[config.mk]
export PLATFORM = sky130hd
export DESIGN_NAME = rgb_led_flat
export DESIGN_NICKNAME = d
export VERILOG_FILES = /design/src/rtl/rgb_led_if.sv /design/src/rtl/rgb_led.sv /design/src/flat_wrapper.sv
export SDC_FILE = /design/constraint.sdc
export NUM_CORES = 1
export LEC_CHECK = 0
export CAP_MARGIN = 20
export CORE_ASPECT_RATIO = 0.7
export CORE_MARGIN = 2
export CORE_UTILIZATION = 55
export DETAILED_ROUTE_END_ITERATION = 8
export GPL_TIMING_DRIVEN = 0
export PLACE_DENSITY = 0.76
export SYNTH_ARGS = -nofsm -noshare
export SYNTH_HDL_FRONTEND = slang
export SYNTH_SLANG_ARGS = --single-unit
[constraint.sdc]
create_clock -name clk -period 3.15 [get_ports clk]
set_input_delay 0.7875 -clock clk [delete_from_list [all_inputs] [get_ports clk]]
set_output_delay 0.7875 -clock clk [all_outputs]
set_load 0.02 [all_outputs]
[src/rtl/rgb_led_if.sv]
// Signal bundle for the rgb_led colour-wheel sequencer: control and load inputs,
// shift register contents and active-high colour drive.
interface rgb_led_if #(
    parameter int N = 6
);
    logic         load;
    logic         sin;
    logic [N-1:0] d;
    logic [N-1:0] q;
    logic         south;
    logic         red;
    logic         green;
    logic         blue;

    // Plain level signals with no handshake: load/sin/d are sampled on every
    // rising clk edge; q/south/colours are valid continuously.
    modport master (
        output load, sin, d,
        input  q, south, red, green, blue
    );

    modport slave (
        input  load, sin, d,
        output q, south, red, green, blue
    );
endinterface

[src/rtl/rgb_led.sv]
// Colour-wheel sequencer: one-hot phase rotated on a prescaler tick and decoded to RGB.
// Optional PWM dimming is built when the macro RGB_LED_PWM_EN is defined.
module rgb_led #(
    parameter int             N           = 6,
    parameter int             STEP_CYCLES = 2_000_000,
    parameter logic [N-1:0]   RESET_PHASE = N'(6'b100000),
    parameter logic [7:0]     DUTY        = 8'd255
) (
    input  logic      clk,
    input  logic      reset,
    rgb_led_if.slave  bus
);

    localparam int           CW      = (STEP_CYCLES > 1) ? $clog2(STEP_CYCLES) : 1;
    localparam logic [CW-1:0] CNT_MAX = CW'(STEP_CYCLES - 1);

    logic [N-1:0]  q_q, q_d;
    logic [CW-1:0] cnt_q, cnt_d;
    logic          tick;
    logic [5:0]    o;
    logic          red_raw, green_raw, blue_raw;
    logic          pwm_on;

    assign tick = (cnt_q == CNT_MAX);

    // Load restarts the prescaler, so a tick coinciding with a load is dropped.
    always_comb begin
        q_d   = q_q;
        cnt_d = cnt_q + CW'(1);
        if (tick) begin
            cnt_d = '0;
        end
        if (bus.load) begin
            q_d   = bus.d;
            cnt_d = '0;
        end else if (tick) begin
            q_d = {q_q[0] | bus.sin, q_q[N-1:1]};
        end
    end

    always_ff @(posedge clk or negedge reset) begin
        if (!reset) begin
            q_q   <= RESET_PHASE;
            cnt_q <= '0;
        end else begin
            q_q   <= q_d;
            cnt_q <= cnt_d;
        end
    end

    // Only the top six phase bits select colours; any lower bits just circulate.
    assign o = q_q[N-1:N-6];

    always_comb begin
        red_raw   = o[5] | o[4] | o[0];
        green_raw = o[4] | o[3] | o[2];
        blue_raw  = o[2] | o[1] | o[0];
    end

`ifdef RGB_LED_PWM_EN
    logic [7:0] pwm_q, pwm_d;

    assign pwm_d  = pwm_q + 8'd1;
    assign pwm_on = (pwm_q < DUTY);

    always_ff @(posedge clk or negedge reset) begin
        if (!reset) begin
            pwm_q <= 8'd0;
        end else begin
            pwm_q <= pwm_d;
        end
    end
`else
    assign pwm_on = 1'b1;
`endif

    assign bus.q     = q_q;
    assign bus.south = q_q[0];
    assign bus.red   = red_raw   & pwm_on;
    assign bus.green = green_raw & pwm_on;
    assign bus.blue  = blue_raw  & pwm_on;

endmodule

[src/flat_wrapper.sv]
// flat-port wrapper written by rule: the top's interface ports become plain ports
module rgb_led_flat 
#(
    parameter int             N           = 6,
    parameter int             STEP_CYCLES = 2_000_000,
    parameter logic [N-1:0]   RESET_PHASE = N'(6'b100000),
    parameter logic [7:0]     DUTY        = 8'd255
)
  (clk, reset, bus_load, bus_sin, bus_d, bus_q, bus_south, bus_red, bus_green, bus_blue);
  rgb_led_if #(.N(N)) bus_i ();
  input  logic clk;
  input  logic reset;
  input wire logic [$bits(bus_i.load)-1:0] bus_load;
  input wire logic [$bits(bus_i.sin)-1:0] bus_sin;
  input wire logic [$bits(bus_i.d)-1:0] bus_d;
  output wire logic [$bits(bus_i.q)-1:0] bus_q;
  output wire logic [$bits(bus_i.south)-1:0] bus_south;
  output wire logic [$bits(bus_i.red)-1:0] bus_red;
  output wire logic [$bits(bus_i.green)-1:0] bus_green;
  output wire logic [$bits(bus_i.blue)-1:0] bus_blue;
  assign bus_i.load = bus_load;
  assign bus_i.sin = bus_sin;
  assign bus_i.d = bus_d;
  assign bus_q = bus_i.q;
  assign bus_south = bus_i.south;
  assign bus_red = bus_i.red;
  assign bus_green = bus_i.green;
  assign bus_blue = bus_i.blue;
  rgb_led #(.N(N), .STEP_CYCLES(STEP_CYCLES), .RESET_PHASE(RESET_PHASE), .DUTY(DUTY)) u_core (.clk(clk), .reset(reset), .bus(bus_i));
endmodule
==> qor.yml <==
cells_and_area:
  area.growth.synth_to_final_pct: 20.5
  multi_input_area_sq_um: 673
  antenna_cells: 0
  final_cells: 202
  utilization_pct: 69.1
  nets: 180
  drive_above_1_share_pct: 5.36
  fillerInstances: 192
  seqCellArea_sq_um: 677
  final_cell_area_sq_mm: 0.00169
setup_path:
  cp_cell_sequence: "or3_1, clkdlybuf4s50_1"
  cpMaxStageDelayCell: "clkdlybuf4s50_1"
  crit_arrival_ns: 1.68
  worstSetupStartpoint: "u_core.bus.q[2]"
  crit_path_end_kind: "primary output"
  worst_setup_path_start_kind: "flip-flop"
  worstPathRequired_ns: 2.36
  slowest_delay_ns: 0.54
  critical_path_peak_fanout: 5
  path_class: "flip-flop to primary output"
  regToRegStartpoint: "u_core.cnt_q[13]"
worst_hold_path:
  hold_class: "flip-flop to flip-flop"
  min_from: "u_core.cnt_q[0]"
synthesis:
  synth_top_cell_area_share_pct: 46.5
  synth_cell_types: 32
  synth_most_common_cell: "dfrtp_1"
  synth_top_area_cell: "dfrtp_1"
  ys_top_cells_by_count: "dfrtp_1, nor2_1, o21ai_0"
  async_reset_ff_share_pct: 100
  yosysWarnings: 0
  synth_edf_count: 0
  syn_area_sq_mm: 0.00140
  yosys-top-cells-area: "dfrtp_1, xnor2_1, nor2_1"
  syn_nets: 155
  ys_seq_area_share_pct: 48.3
  syn_avg_cell_area_sq_um: 9.72
  ys_seq_elements: 27
  synth_cells: 144
  synth_flop_cell: "dfrtp_1"
cts:
  cts_buffers: 3
  cts_resized: 0
  htree_levels: 1
  cts_hold_buffers: 0
  cts_tree: "yes"
  post-cts-setup-buffer-count: 0
  clock_sinks: 27
  clock_latency_ns: 0.32
  root_buffer: "clkbuf_4"
  clk_transition_reported_paths_ns: 0.13
  cts_buffer_depth: 2
job:
  maxCapViolations: 0
grt:
  antenna_found_initial: 0
  grt_use_met1_pct: 32.0
  grt_pass1_vias: 1129
  grtUsageMet2_pct: 38.3
  grt_overflow: 0
  gr-usage-met3_pct: 4.40
  busiest_layer: "met2"
  grt_pass1_wl_um: 5190
  grtUsageTotal_pct: 23.1
  grt_max_degree: 21
power:
  seqPwrFrac_pct: 61.5
  leakagePower_uw: 0.000626
  p_int_uw: 451
  vdd_drop_max_mv: 0.273
  switching_share_pct: 24.6
  p_sw_uw: 147
  combPwrFrac_pct: 14.2
  clock_power_share_pct: 24.3
  p_per_area_mw_per_mm2: 355
route:
  vias: 1228
  ant_nets: 0
  drt-initial-drc-count: 56
  dr.pass1.iters: 5
  wl_um: 3050
  drc_errors: 0
  viasPerCell: 6.08
  routedWlPerCell_um: 15.1
sta:
  final.min_clock_period_ns: 2.46
  fmax_mhz: 406
  slew_viol_final: 0
  tightest_slew_ns: 0.982
  hold_viol: 0
  setup_tns_ns: 0
  rsz0062_at_grt: "no"
  setup_viol: 0
  skew_ns: 0.00320
  max-slew-margin-rel_pct: 34.0
  whs_ns: 0.521
  fin_crit_sh_pct: 78.2
floorplanning:
  initial_core_util_pct: 57.4
  row_count: 15
  io_pins: 20
  die_h_um: 46.2
  fp.dieW_um: 64.3
  die_area_sq_mm: 0.00297
  coreArea_sq_mm: 0.00244
placed_design:
  gp_congestion: 0.822
  place_area_sq_mm: 0.00166
  dpl.hpwl_um: 2230
  dp_cells: 198
  io_buffers: 19
run_status:
  status: "finished, final reports clean"
[per-stage QoR]
| step | total power, uW | worst slack [ns] |
|---|---|---|
| floorplan | 411 | 1.10 |
| CTS | 605 | 0.677 |
| finish | 599 | 0.686 |
| global route | 627 | 0.597 |
| global placement | 455 | 0.894 |
| detailed placement | 461 | 0.858 |
[registers in the layout, indices dropped and copies added, names as in the netlist]
| signal | cells |
|---|---|
| u_core.bus.q | 6 |
| u_core.cnt_q | 21 |
[kinds of logic after synthesis]
group / Yosys count / share of synthesized area [%]
xor gates and xnor gates: 13 / 8.13
DFF: 27 / 48.3
and+or+nand+nor: 63 / 24.6
adders and majority gates: 1 / 0.894
buffers and inverters: 10 / 3.57
AOI/OAI and AO/OA: 30 / 14.5
[power by group through the flow]
stage,registers [uW],clock network (uW),logic [uW]
floorplan,381,0,30.0
global placement,375,0,80.3
detailed placement,375,0,86.0
CTS,369,150,86.1
global route,371,164,92.5
finish,368,145,85.1
[critical path, delay by kind of cell (launching register included)]
family	cells	cell delay [ns]
buf+inv	1	0.54
flops	1	0.45
simple gates	1	0.37
[final timing paths]
| path | end | slack, ns | depth (start not counted) |
|---|---|---|---|
| setup / recovery | bus_blue | 0.69 | 2 |
| hold / removal | u_core.cnt_q[0] | 0.52 | 1 |
| setup reg to reg | u_core.bus.q[4] | 0.75 | 4 |
| hold reg to reg | u_core.cnt_q[0] | 0.52 | 1 |
| max in group asynchronous | u_core.cnt_q[13] | 1.93 | 2 |
| min in group asynchronous | u_core.bus.q[1] | 0.77 | 1 |
[area by class of cell]
cell class	count	share of cell area, %
plain buffers	7	2.30
clock buffers	4	1.56
inverters	3	0.668
multi-input cells	107	39.9
flip-flops and latches	27	40.1
well taps	34	2.52
repair buffers	20	12.9
[routing by layer]
layer  part of all wire [%]  vias to the layer above
met5                      0                        -
met4                    1.3                        0
met3                    6.0                        6
met2                     48                       48
met1                     45                      591
li1                       -                      583
[cell usage in the layout, fill, tap and decap left out, drive strengths merged, types with 6 or more instances in the layout]
cell	instances
o21ai	12
or3	9
xnor2	8
clkdlybuf4s50	19
a21oi	6
nand2	7
dfrtp	26
clkbuf	7
nand3	7
nor2	15
nand4	6
nor4	6
No activity file was read; power rests on OpenSTA's default activity.
